## src/rtl/color_detect_pkg.sv

```systemverilog
// Shared types and widths for the hue colour-detection stages.
package color_detect_pkg;

    localparam int unsigned DATA_W  = 16;
    localparam int unsigned HUE_MAX = 360;
    localparam int unsigned HUE_W   = 9;
    localparam int unsigned COORD_W = 10;
    localparam int unsigned COUNT_W = 20;

    typedef enum logic [0:0] {
        SYNC   = 1'b0,
        ACTIVE = 1'b1
    } state_e;

    typedef struct packed {
        logic [COORD_W-1:0] xmin;
        logic [COORD_W-1:0] xmax;
        logic [COORD_W-1:0] ymin;
        logic [COORD_W-1:0] ymax;
    } bbox_t;

endpackage

```

## src/rtl/hue_window_cmp.sv

```systemverilog
// Combinational hue window test; a low bound above the high bound wraps through 0.
module hue_window_cmp
    import color_detect_pkg::*;
(
    input  logic [DATA_W-1:0] i_h,
    input  logic [HUE_W-1:0]  i_lo,
    input  logic [HUE_W-1:0]  i_hi,
    output logic              o_match_c
);

    logic [DATA_W-1:0] lo_w;
    logic [DATA_W-1:0] hi_w;
    logic              in_window;

    always_comb begin
        lo_w = DATA_W'(i_lo);
        hi_w = DATA_W'(i_hi);
        if (i_lo <= i_hi) begin
            in_window = (i_h >= lo_w) && (i_h <= hi_w);
        end else begin
            in_window = (i_h >= lo_w) || (i_h <= hi_w);
        end
        o_match_c = in_window && (i_h < DATA_W'(HUE_MAX));
    end

endmodule

```

## src/rtl/hue_bbox_tracker.sv

```systemverilog
// Per-pixel hue mask plus per-frame matching-pixel count and bounding box.
module hue_bbox_tracker
    import color_detect_pkg::*;
#(
    parameter int unsigned H_ACTIVE   = 640,
    parameter int unsigned V_ACTIVE   = 480,
    parameter int unsigned MIN_PIXELS = 64
) (
    input  logic               i_clk,
    input  logic               i_rst,
    input  logic [DATA_W-1:0]  i_data,
    input  logic               i_valid,
    input  logic               i_sof,
    input  logic [HUE_W-1:0]   i_hue_lo,
    input  logic [HUE_W-1:0]   i_hue_hi,
    output logic               o_mask,
    output logic               o_mask_valid,
    output logic [COORD_W-1:0] o_xmin,
    output logic [COORD_W-1:0] o_xmax,
    output logic [COORD_W-1:0] o_ymin,
    output logic [COORD_W-1:0] o_ymax,
    output logic [COUNT_W-1:0] o_count,
    output logic               o_found,
    output logic               o_bbox_valid,
    output logic               o_err
);

    localparam logic [COORD_W-1:0] X_LAST = COORD_W'(H_ACTIVE - 1);
    localparam logic [COORD_W-1:0] Y_LAST = COORD_W'(V_ACTIVE - 1);

    state_e             state_q, state_d;
    logic [COORD_W-1:0] x_q, x_d, y_q, y_d;
    logic [COUNT_W-1:0] acc_cnt_q, acc_cnt_d;
    bbox_t              acc_box_q, acc_box_d;
    logic               acc_hit_q, acc_hit_d;
    logic [HUE_W-1:0]   lo_q, lo_d, hi_q, hi_d;
    logic               mask_q, mask_d, mask_vld_q, mask_vld_d;
    logic               err_q, err_d, bbox_vld_q, bbox_vld_d;
    logic [COUNT_W-1:0] cnt_q, cnt_d;
    logic               found_q, found_d;
    bbox_t              box_q, box_d;

    logic [HUE_W-1:0]   win_lo, win_hi;
    logic               match;
    logic               proc, start, last_px;
    logic [COORD_W-1:0] cx, cy;
    logic [COUNT_W-1:0] n_cnt;
    bbox_t              n_box;
    logic               n_hit;

    // A sof pixel is classified against the window presented with it.
    assign win_lo = i_sof ? i_hue_lo : lo_q;
    assign win_hi = i_sof ? i_hue_hi : hi_q;

    hue_window_cmp u_cmp (
        .i_h       (i_data),
        .i_lo      (win_lo),
        .i_hi      (win_hi),
        .o_match_c (match)
    );

    always_comb begin
        state_d    = state_q;
        x_d        = x_q;
        y_d        = y_q;
        acc_cnt_d  = acc_cnt_q;
        acc_box_d  = acc_box_q;
        acc_hit_d  = acc_hit_q;
        lo_d       = lo_q;
        hi_d       = hi_q;
        cnt_d      = cnt_q;
        found_d    = found_q;
        box_d      = box_q;
        mask_d     = 1'b0;
        mask_vld_d = i_valid;
        err_d      = 1'b0;
        bbox_vld_d = 1'b0;
        proc       = 1'b0;
        start      = 1'b0;

        // ACTIVE at (0,0) only occurs right after a completed frame.
        if (i_valid) begin
            if (i_sof) begin
                start   = 1'b1;
                proc    = 1'b1;
                err_d   = (state_q == ACTIVE) && !((x_q == '0) && (y_q == '0));
                state_d = ACTIVE;
                lo_d    = i_hue_lo;
                hi_d    = i_hue_hi;
            end else if (state_q == ACTIVE) begin
                if ((x_q == '0) && (y_q == '0)) begin
                    err_d   = 1'b1;
                    state_d = SYNC;
                end else begin
                    proc = 1'b1;
                end
            end
        end

        cx    = start ? '0 : x_q;
        cy    = start ? '0 : y_q;
        n_cnt = start ? '0 : acc_cnt_q;
        n_hit = start ? 1'b0 : acc_hit_q;
        n_box = acc_box_q;
        if (match) begin
            if (n_cnt != '1) n_cnt = n_cnt + COUNT_W'(1);
            if (!n_hit) begin
                n_box = '{xmin: cx, xmax: cx, ymin: cy, ymax: cy};
            end else begin
                if (cx < n_box.xmin) n_box.xmin = cx;
                if (cx > n_box.xmax) n_box.xmax = cx;
                if (cy < n_box.ymin) n_box.ymin = cy;
                if (cy > n_box.ymax) n_box.ymax = cy;
            end
            n_hit = 1'b1;
        end
        last_px = (cx == X_LAST) && (cy == Y_LAST);

        if (proc) begin
            mask_d = match;
            if (last_px) begin
                bbox_vld_d = 1'b1;
                cnt_d      = n_cnt;
                found_d    = (n_cnt >= COUNT_W'(MIN_PIXELS));
                box_d      = found_d ? n_box : '0;
                acc_cnt_d  = '0;
                acc_box_d  = '0;
                acc_hit_d  = 1'b0;
                x_d        = '0;
                y_d        = '0;
            end else begin
                acc_cnt_d = n_cnt;
                acc_box_d = n_box;
                acc_hit_d = n_hit;
                if (cx == X_LAST) begin
                    x_d = '0;
                    y_d = cy + COORD_W'(1);
                end else begin
                    x_d = cx + COORD_W'(1);
                    y_d = cy;
                end
            end
        end
    end

    always_ff @(posedge i_clk or posedge i_rst) begin
        if (i_rst) begin
            state_q    <= SYNC;
            x_q        <= '0;
            y_q        <= '0;
            acc_cnt_q  <= '0;
            acc_box_q  <= '0;
            acc_hit_q  <= 1'b0;
            lo_q       <= '0;
            hi_q       <= '0;
            mask_q     <= 1'b0;
            mask_vld_q <= 1'b0;
            err_q      <= 1'b0;
            bbox_vld_q <= 1'b0;
            cnt_q      <= '0;
            found_q    <= 1'b0;
            box_q      <= '0;
        end else begin
            state_q    <= state_d;
            x_q        <= x_d;
            y_q        <= y_d;
            acc_cnt_q  <= acc_cnt_d;
            acc_box_q  <= acc_box_d;
            acc_hit_q  <= acc_hit_d;
            lo_q       <= lo_d;
            hi_q       <= hi_d;
            mask_q     <= mask_d;
            mask_vld_q <= mask_vld_d;
            err_q      <= err_d;
            bbox_vld_q <= bbox_vld_d;
            cnt_q      <= cnt_d;
            found_q    <= found_d;
            box_q      <= box_d;
        end
    end

    assign o_mask       = mask_q;
    assign o_mask_valid = mask_vld_q;
    assign o_err        = err_q;
    assign o_bbox_valid = bbox_vld_q;
    assign o_count      = cnt_q;
    assign o_found      = found_q;
    assign o_xmin       = box_q.xmin;
    assign o_xmax       = box_q.xmax;
    assign o_ymin       = box_q.ymin;
    assign o_ymax       = box_q.ymax;

endmodule

```

## config.mk

```make
export PLATFORM = sky130hd
export DESIGN_NAME = hue_bbox_tracker
export DESIGN_NICKNAME = d
export VERILOG_FILES = /design/src/rtl/color_detect_pkg.sv /design/src/rtl/hue_window_cmp.sv /design/src/rtl/hue_bbox_tracker.sv
export SDC_FILE = /design/constraint.sdc
export NUM_CORES = 1
export LEC_CHECK = 0
export ABC_AREA = 1
export CAP_MARGIN = 20
export CORE_ASPECT_RATIO = 1.1
export CORE_MARGIN = 2
export CORE_UTILIZATION = 54
export CTS_BUF_LIST = sky130_fd_sc_hd__clkbuf_16
export CTS_CLUSTER_SIZE = 10
export DETAILED_ROUTE_END_ITERATION = 7
export GPL_ROUTABILITY_DRIVEN = 0
export HOLD_SLACK_MARGIN = 0.12
export MAX_ROUTING_LAYER = met4
export PLACE_DENSITY = 0.84
export SLEW_MARGIN = 0
export SYNTH_ARGS = -nofsm -noshare
export SYNTH_HDL_FRONTEND = slang
export SYNTH_SLANG_ARGS = --single-unit
```

## constraint.sdc

```tcl
create_clock -name i_clk -period 12.6 [get_ports i_clk]
set_input_delay 1.26 -clock i_clk [delete_from_list [all_inputs] [get_ports i_clk]]
set_output_delay 1.26 -clock i_clk [all_outputs]
set_load 0.01 [all_outputs]
```

Word level (Yosys, flattened, before mapping)
Cells that the tools add are included.
Storage, ports and cells
  output and inout port bits: 65
  word-level logic and storage cells: 83
  bits of input ports: 38
  register bits: 165
Operators by class
  eq/ne operators: 3
  $lt $le $gt $ge: 9
  mux-type cells: 37
  reductions and logical operators: 10
  add/sub/neg operators: 3
Operators with widths (count)
  $mux W40: 4
  $mux W10: 10
  $mux W20: 4
  $add A10 B1 Y10 const B: 2
  $add A20 B1 Y20 const B: 1
  $ge A20 B7 Y1 const B: 1
  $gt A10 B10 Y1: 2
  $logic_not A10 Y1: 2
  $lt A10 B10 Y1: 2
  $ne A20 B20 Y1 const B: 1
  $mux W9: 2
  $mux W1: 17
  $ge A16 B9 Y1: 1
  $le A16 B9 Y1: 1
  $lt A16 B9 Y1 const B: 1
  $eq A10 B10 Y1 const B: 1
  $eq A10 B9 Y1 const B: 1
  $le A9 B9 Y1: 1
  $logic_and A1 B1 Y1: 5
  $reduce_and A2 Y1: 1
  $logic_not A1 Y1: 1
  $logic_or A1 B1 Y1: 1

Logic depth before layout (Yosys ltp)
  depth after elaboration: 8
  gate-level depth with buffers: 27
  mapped depth without buffers: 25

Cells and area by module
A second synthesis with hierarchy kept.
Unflattened totals
  cell total of the unflattened synthesis: 1374
  area total of the unflattened synthesis: 10214.8 sq um
Modules (own cells, without submodules)
  hue_bbox_tracker: times used 1, cells an instance 1236, area an instance 9392.8 sq um, sequential area each 4129.0 sq um
  hue_window_cmp: times used 1, cells an instance 138, area an instance 822.0 sq um, sequential area each 0.0 sq um

Worst setup path before layout
No wires, ideal clock.
  path type: input-to-reg
  start: in i_sof
  end: reg box_q (netlist bit o_xmax[0])
  setup time: 0.117 ns
  cell stages on the path: 23
  slack: 8.695 ns
  arrival: 3.788 ns
  required time: 12.483 ns
  buffers on the path: 4
  path through: buf_6 -> clkbuf_1 -> nand2_1 -> o21ai_0 -> inv_1 -> ha_1 -> nand2_1 -> nor2_1 -> nand4_1 -> nand3_1 -> nand2_1 -> clkinv_1 -> nand2_1 -> nand2_1 -> nand3_2 -> buf_2 -> o21ai_1 -> nand2_1 -> nor2_1 -> nand2_2 -> buf_6 -> nand3_2 -> nand2_1
On the way
  cells in the longest elaborated chain, start to end: 8
  elaborated cells between the ends (all ways): 31
  classes of those cells: 1 x add/sub; 5 x order compare; 3 x eq/ne; 17 x mux; 5 x reduce/logical
RTL lines
  start: declaration: line hue_bbox_tracker.sv:13  | input logic i_sof,
  $mux W9 (*)
  named net u_cmp.i_lo[8]: line hue_window_cmp.sv:6  | input logic [HUE_W-1:0] i_lo,
  $ge A16 B9 Y1: line hue_window_cmp.sv:19, hue_window_cmp.sv:21
  $logic_or A1 B1 Y1 / $logic_and A1 B1 Y1 (equally long branches): line hue_window_cmp.sv:21, hue_window_cmp.sv:19
  $mux W1 (*): line hue_window_cmp.sv:18  | if (i_lo <= i_hi) begin
  $logic_and A1 B1 Y1 (*): line hue_window_cmp.sv:23  | o_match_c = in_window && (i_h < DATA_W'(HUE_MAX));
  $mux W20: line hue_bbox_tracker.sv:105  | if (match) begin
  $ge A20 B7 Y1: line hue_bbox_tracker.sv:124  | found_d = (n_cnt >= COUNT_W'(MIN_PIXELS));
  $mux W40 (*): line hue_bbox_tracker.sv:125  | box_d = found_d ? n_box : '0;
  end signal: assignment: line hue_bbox_tracker.sv:178  | box_q <= box_d;
  end: declaration: line hue_bbox_tracker.sv:41  | bbox_t box_q, box_d;
Mark *: on every way through the listed nets, which the timed path passes. The rest lies on a longest branch.
A chain may end at the register's enable or synchronous reset.

Worst setup path in the final report
  start: in i_sof
  end: reg acc_box_q[28] in the netlist's numbering
On the way
  elaborated cells between the ends (all ways): 24
  classes of those cells: 4 x order compare; 2 x eq/ne; 14 x mux; 4 x reduce/logical
RTL lines
  $mux W9 (*)
  named net u_cmp.i_lo[8]: line hue_window_cmp.sv:6
  $ge A16 B9 Y1: line hue_window_cmp.sv:19, hue_window_cmp.sv:21
  $logic_or A1 B1 Y1 / $logic_and A1 B1 Y1 (equally long branches): line hue_window_cmp.sv:21, hue_window_cmp.sv:19
  $mux W1 (*): line hue_window_cmp.sv:18
  $logic_and A1 B1 Y1 (*): line hue_window_cmp.sv:23
  $mux W40 (*): line hue_bbox_tracker.sv:105
  $mux W40 (*): line hue_bbox_tracker.sv:121  | if (last_px) begin
  end signal: assignment: line hue_bbox_tracker.sv:168  | acc_box_q <= acc_box_d;
  end: declaration: line hue_bbox_tracker.sv:34  | bbox_t acc_box_q, acc_box_d;
Marks and branches as above.

==> metrics.cfg <==
[run_status]
outcome = finished clean

[sta]
rsz0062_at_grt = false
period_share_pct = 43.7
slew_headroom_pct = 34.8
hold_slack_ns = 0.477
setup_viol = 0
fin_setup_tns_ns = 0
tightestPinTransition_ns = 0.974
finalHoldViolations = 0
min_period_ns = 5.51
timing.fmax_mhz = 182
drv_slew = 0
finClkSkew_ns = 0.0162

[global_route]
antenna_found_initial = 0
grt_pass1_wl_um = 42300
grt-ovfl-total = 0
grt.total_usage_pct = 26.6
grt_max_degree = 92
grt_pass1_vias = 8932

[clock_tree]
hold_buffers = 0
cts_resized = 0
path_clk_slew_ns = 0.06
cts_tree = yes
clk-insertion-delay-late_ns = 0.44
post-cts-setup-buffers = 0
numCtsBuffers = 17
cts_sinks = 165
cts-root-buf = clkbuf_16
clockBufferDepth = 2
htree_num_levels = 4

[power_and_ir_drop]
p_per_area_mw_per_mm2 = 159
pwr-share-clk_pct = 26.2
p_switching_uw = 768
peakVddDrop_uv = 118
power_frac_seq_pct = 34.7
pwr-share-comb_pct = 39.1
swShare_pct = 40.2
power_leakage_uw = 0.00597
p_int_uw = 1140

[drt]
dr.first_iter.drc_count = 989
dr.pass1.iters = 5
avgRoutedWirePerCell_um = 15.0
drc = 0
viasPerCell = 5.48
via_count = 9357
routed_wirelength_um = 25600
ant_nets = 0

[worst_setup_path]
worst-setup-path-type = in -> reg
reg2reg_slack_ns = 8.29
worstPathRequired_ns = 12.95
cp_max_fo = 37
arrival_ns = 5.86
worst_setup_path_start_kind = input pin
crit_path_end_kind = flip-flop

[finish]
final_cell_count_no_fill = 1706
layout.nets = 1552
nFillCells = 1657
drive_gt1_share_pct = 7.06
n_antenna_cell = 0
syn_to_final_growth_pct = 16.1
post-route-util_pct = 63.4
multi_input_area_mm2 = 0.00508
seqCellArea_mm2 = 0.00413

[floorplanning]
coreArea_mm2 = 0.0190
num_rows = 53
start_util_pct = 54.6
fp.dieW_um = 136
fp.dieH_um = 149
ios = 103
dieArea_mm2 = 0.0203

[synth]
synth_cells = 1373
synth_area_leaders = dfrtp_1 (40%), nand2_1 (13%), ha_1 (8.2%)
yosysTopAreaCellShare_pct = 39.9
ys.flop_type = dfrtp_1
syn_area_mm2 = 0.0104
ys_seq_area_share_pct = 39.9
synth-seq-cells = 165
synthDistinctLibCells = 42
synth_area_per_cell_um2 = 7.54
synth_edf_count = 0
synth_nets = 1479
synth_top_area_cell = dfrtp_1
async_reset_ff_share_pct = 100
ys_warn_count = 0

[placed_design]
hpwlAfterDp_um = 17500
placed_cells = 1672
io_buffers = 102

[run]
maxCapViolCount = 0

[min_path]
hp-class = reg -> reg

[metrics by stage]
stage	worst slack [ns]	total power [uW]	area [um2]
floorplan	6.88	1240	10400
global placement	6.71	1350	11400
detailed placement	6.57	1390	11400
CTS	7.00	1890	12000
global route	6.75	2050	12000
finish	7.09	1910	12000
[synth_stat cells (5+ instances only)]
cell type and n:
a21oi_1 48, buf_2 15, buf_6 9, clkbuf_1 28, dfrtp_1 165, ha_1 68, inv_1 216, inv_2 5
nand2_1 360, nand3_1 57, nand3_2 36, nand4_1 33, nor2_1 85, nor2_2 8, nor3_1 11, o21ai_0 108
o21ai_1 18, o22ai_1 40, xor2_1 16
[placed cells by master (no fill, tap or decap), types with 3 or more instances in the layout]
cell type | Yosys | layout
nor3_1 | 11 | 11
nand2_1 | 360 | 359
clkbuf_16 | 0 | 17
inv_1 | 216 | 216
nand4_1 | 33 | 33
nand3_1 | 57 | 57
nand3_2 | 36 | 36
nand2_2 | 3 | 4
a21oi_1 | 48 | 48
or2_2 | 3 | 3
buf_4 | 1 | 7
o21ai_1 | 18 | 17
xor2_1 | 16 | 16
inv_2 | 5 | 5
nor2_1 | 85 | 85
o21ai_0 | 108 | 108
clkdlybuf4s50_1 | 0 | 102
o22ai_1 | 40 | 40
clkinv_2 | 0 | 3
o211ai_1 | 3 | 3
clkinv_1 | 3 | 3
inv_6 | 0 | 5
nor2_2 | 8 | 8
nor4_1 | 4 | 4
o2111ai_1 | 3 | 3
o21a_1 | 4 | 4
clkinvlp_4 | 0 | 5
nand3b_1 | 3 | 3
dfrtp_1 | 165 | 165
ha_1 | 68 | 68
[state kept, by name (all words and copies together) (netlist names)]
name          flops
o_ymin           10
o_err             1
lo_q              9
o_xmax           10
acc_box_q        40
acc_cnt_q        20
y_q              10
x_q              10
acc_hit_q         1
o_mask            1
o_found           1
hi_q              9
o_mask_valid      1
o_count          20
o_xmin           10
o_bbox_valid      1
o_ymax           10
state_q           1
[path summary, 6_finish.rpt]
path                                 end       from  cells after the start
setup reg to reg           acc_box_q[28]    lo_q[8]                     15
max in group asynchronous  acc_cnt_q[14]      i_rst                      3
setup / recovery           acc_box_q[28]      i_sof                     18
hold / removal                 o_ymin[9]  o_ymin[9]                      2
hold reg to reg                o_ymin[9]  o_ymin[9]                      2
min in group asynchronous        hi_q[1]      i_rst                      2
[power by group through the flow]
stage	sequential (uW)	combinational (uW)	clock, uW
2_1_floorplan	659	578	0
3_3_place_gp	666	686	0
3_5_place_dp	671	720	0
4_1_cts	662	727	505
5_1_grt	672	845	529
6_report	664	749	500
[final cells by class]
class,count,area share (%)
Multi-Input combinational cell,927,42.3
Timing Repair Buffer,110,9.10
Tap cell,247,2.57
Clock inverter,15,1.08
Clock buffer,17,3.54
Inverter,225,7.09
Sequential cell,165,34.4
[layer usage]
layer	wire length, um	track usage (%)	up-vias	share of wire (%)
li1	-	-	4581	-
met1	11100	33.6	4356	44
met2	12400	43.6	361	48
met3	1550	4.28	59	6.0
met4	555	8.80	0	2.2
met5	0	-	-	0
[worst max-delay path, stage by stage]
cell	delay, ns
clkdlybuf4s50_1	0.45
buf_4	0.32
nand2_1	0.09
o21ai_0	0.13
inv_1	0.08
ha_1	0.30
nand2_1	0.10
nor2_1	0.13
nand4_1	0.10
nand3_1	0.09
nand2_1	0.08
nand3_1	0.45
nand3_2	0.53
inv_1	0.45
nand2_1	0.41
o21ai_0	0.61
nand2_1	0.13
o21ai_1	0.11
[cell families after synthesis]
| group | synth area share (%) |
|---|---|
| compound gates | 12.0 |
| xor+xnor | 1.52 |
| simple gates | 27.1 |
| fa+ha+maj | 8.22 |
| buf+inv | 11.2 |
| flops | 39.9 |
Power figures use the tool's default switching activity.
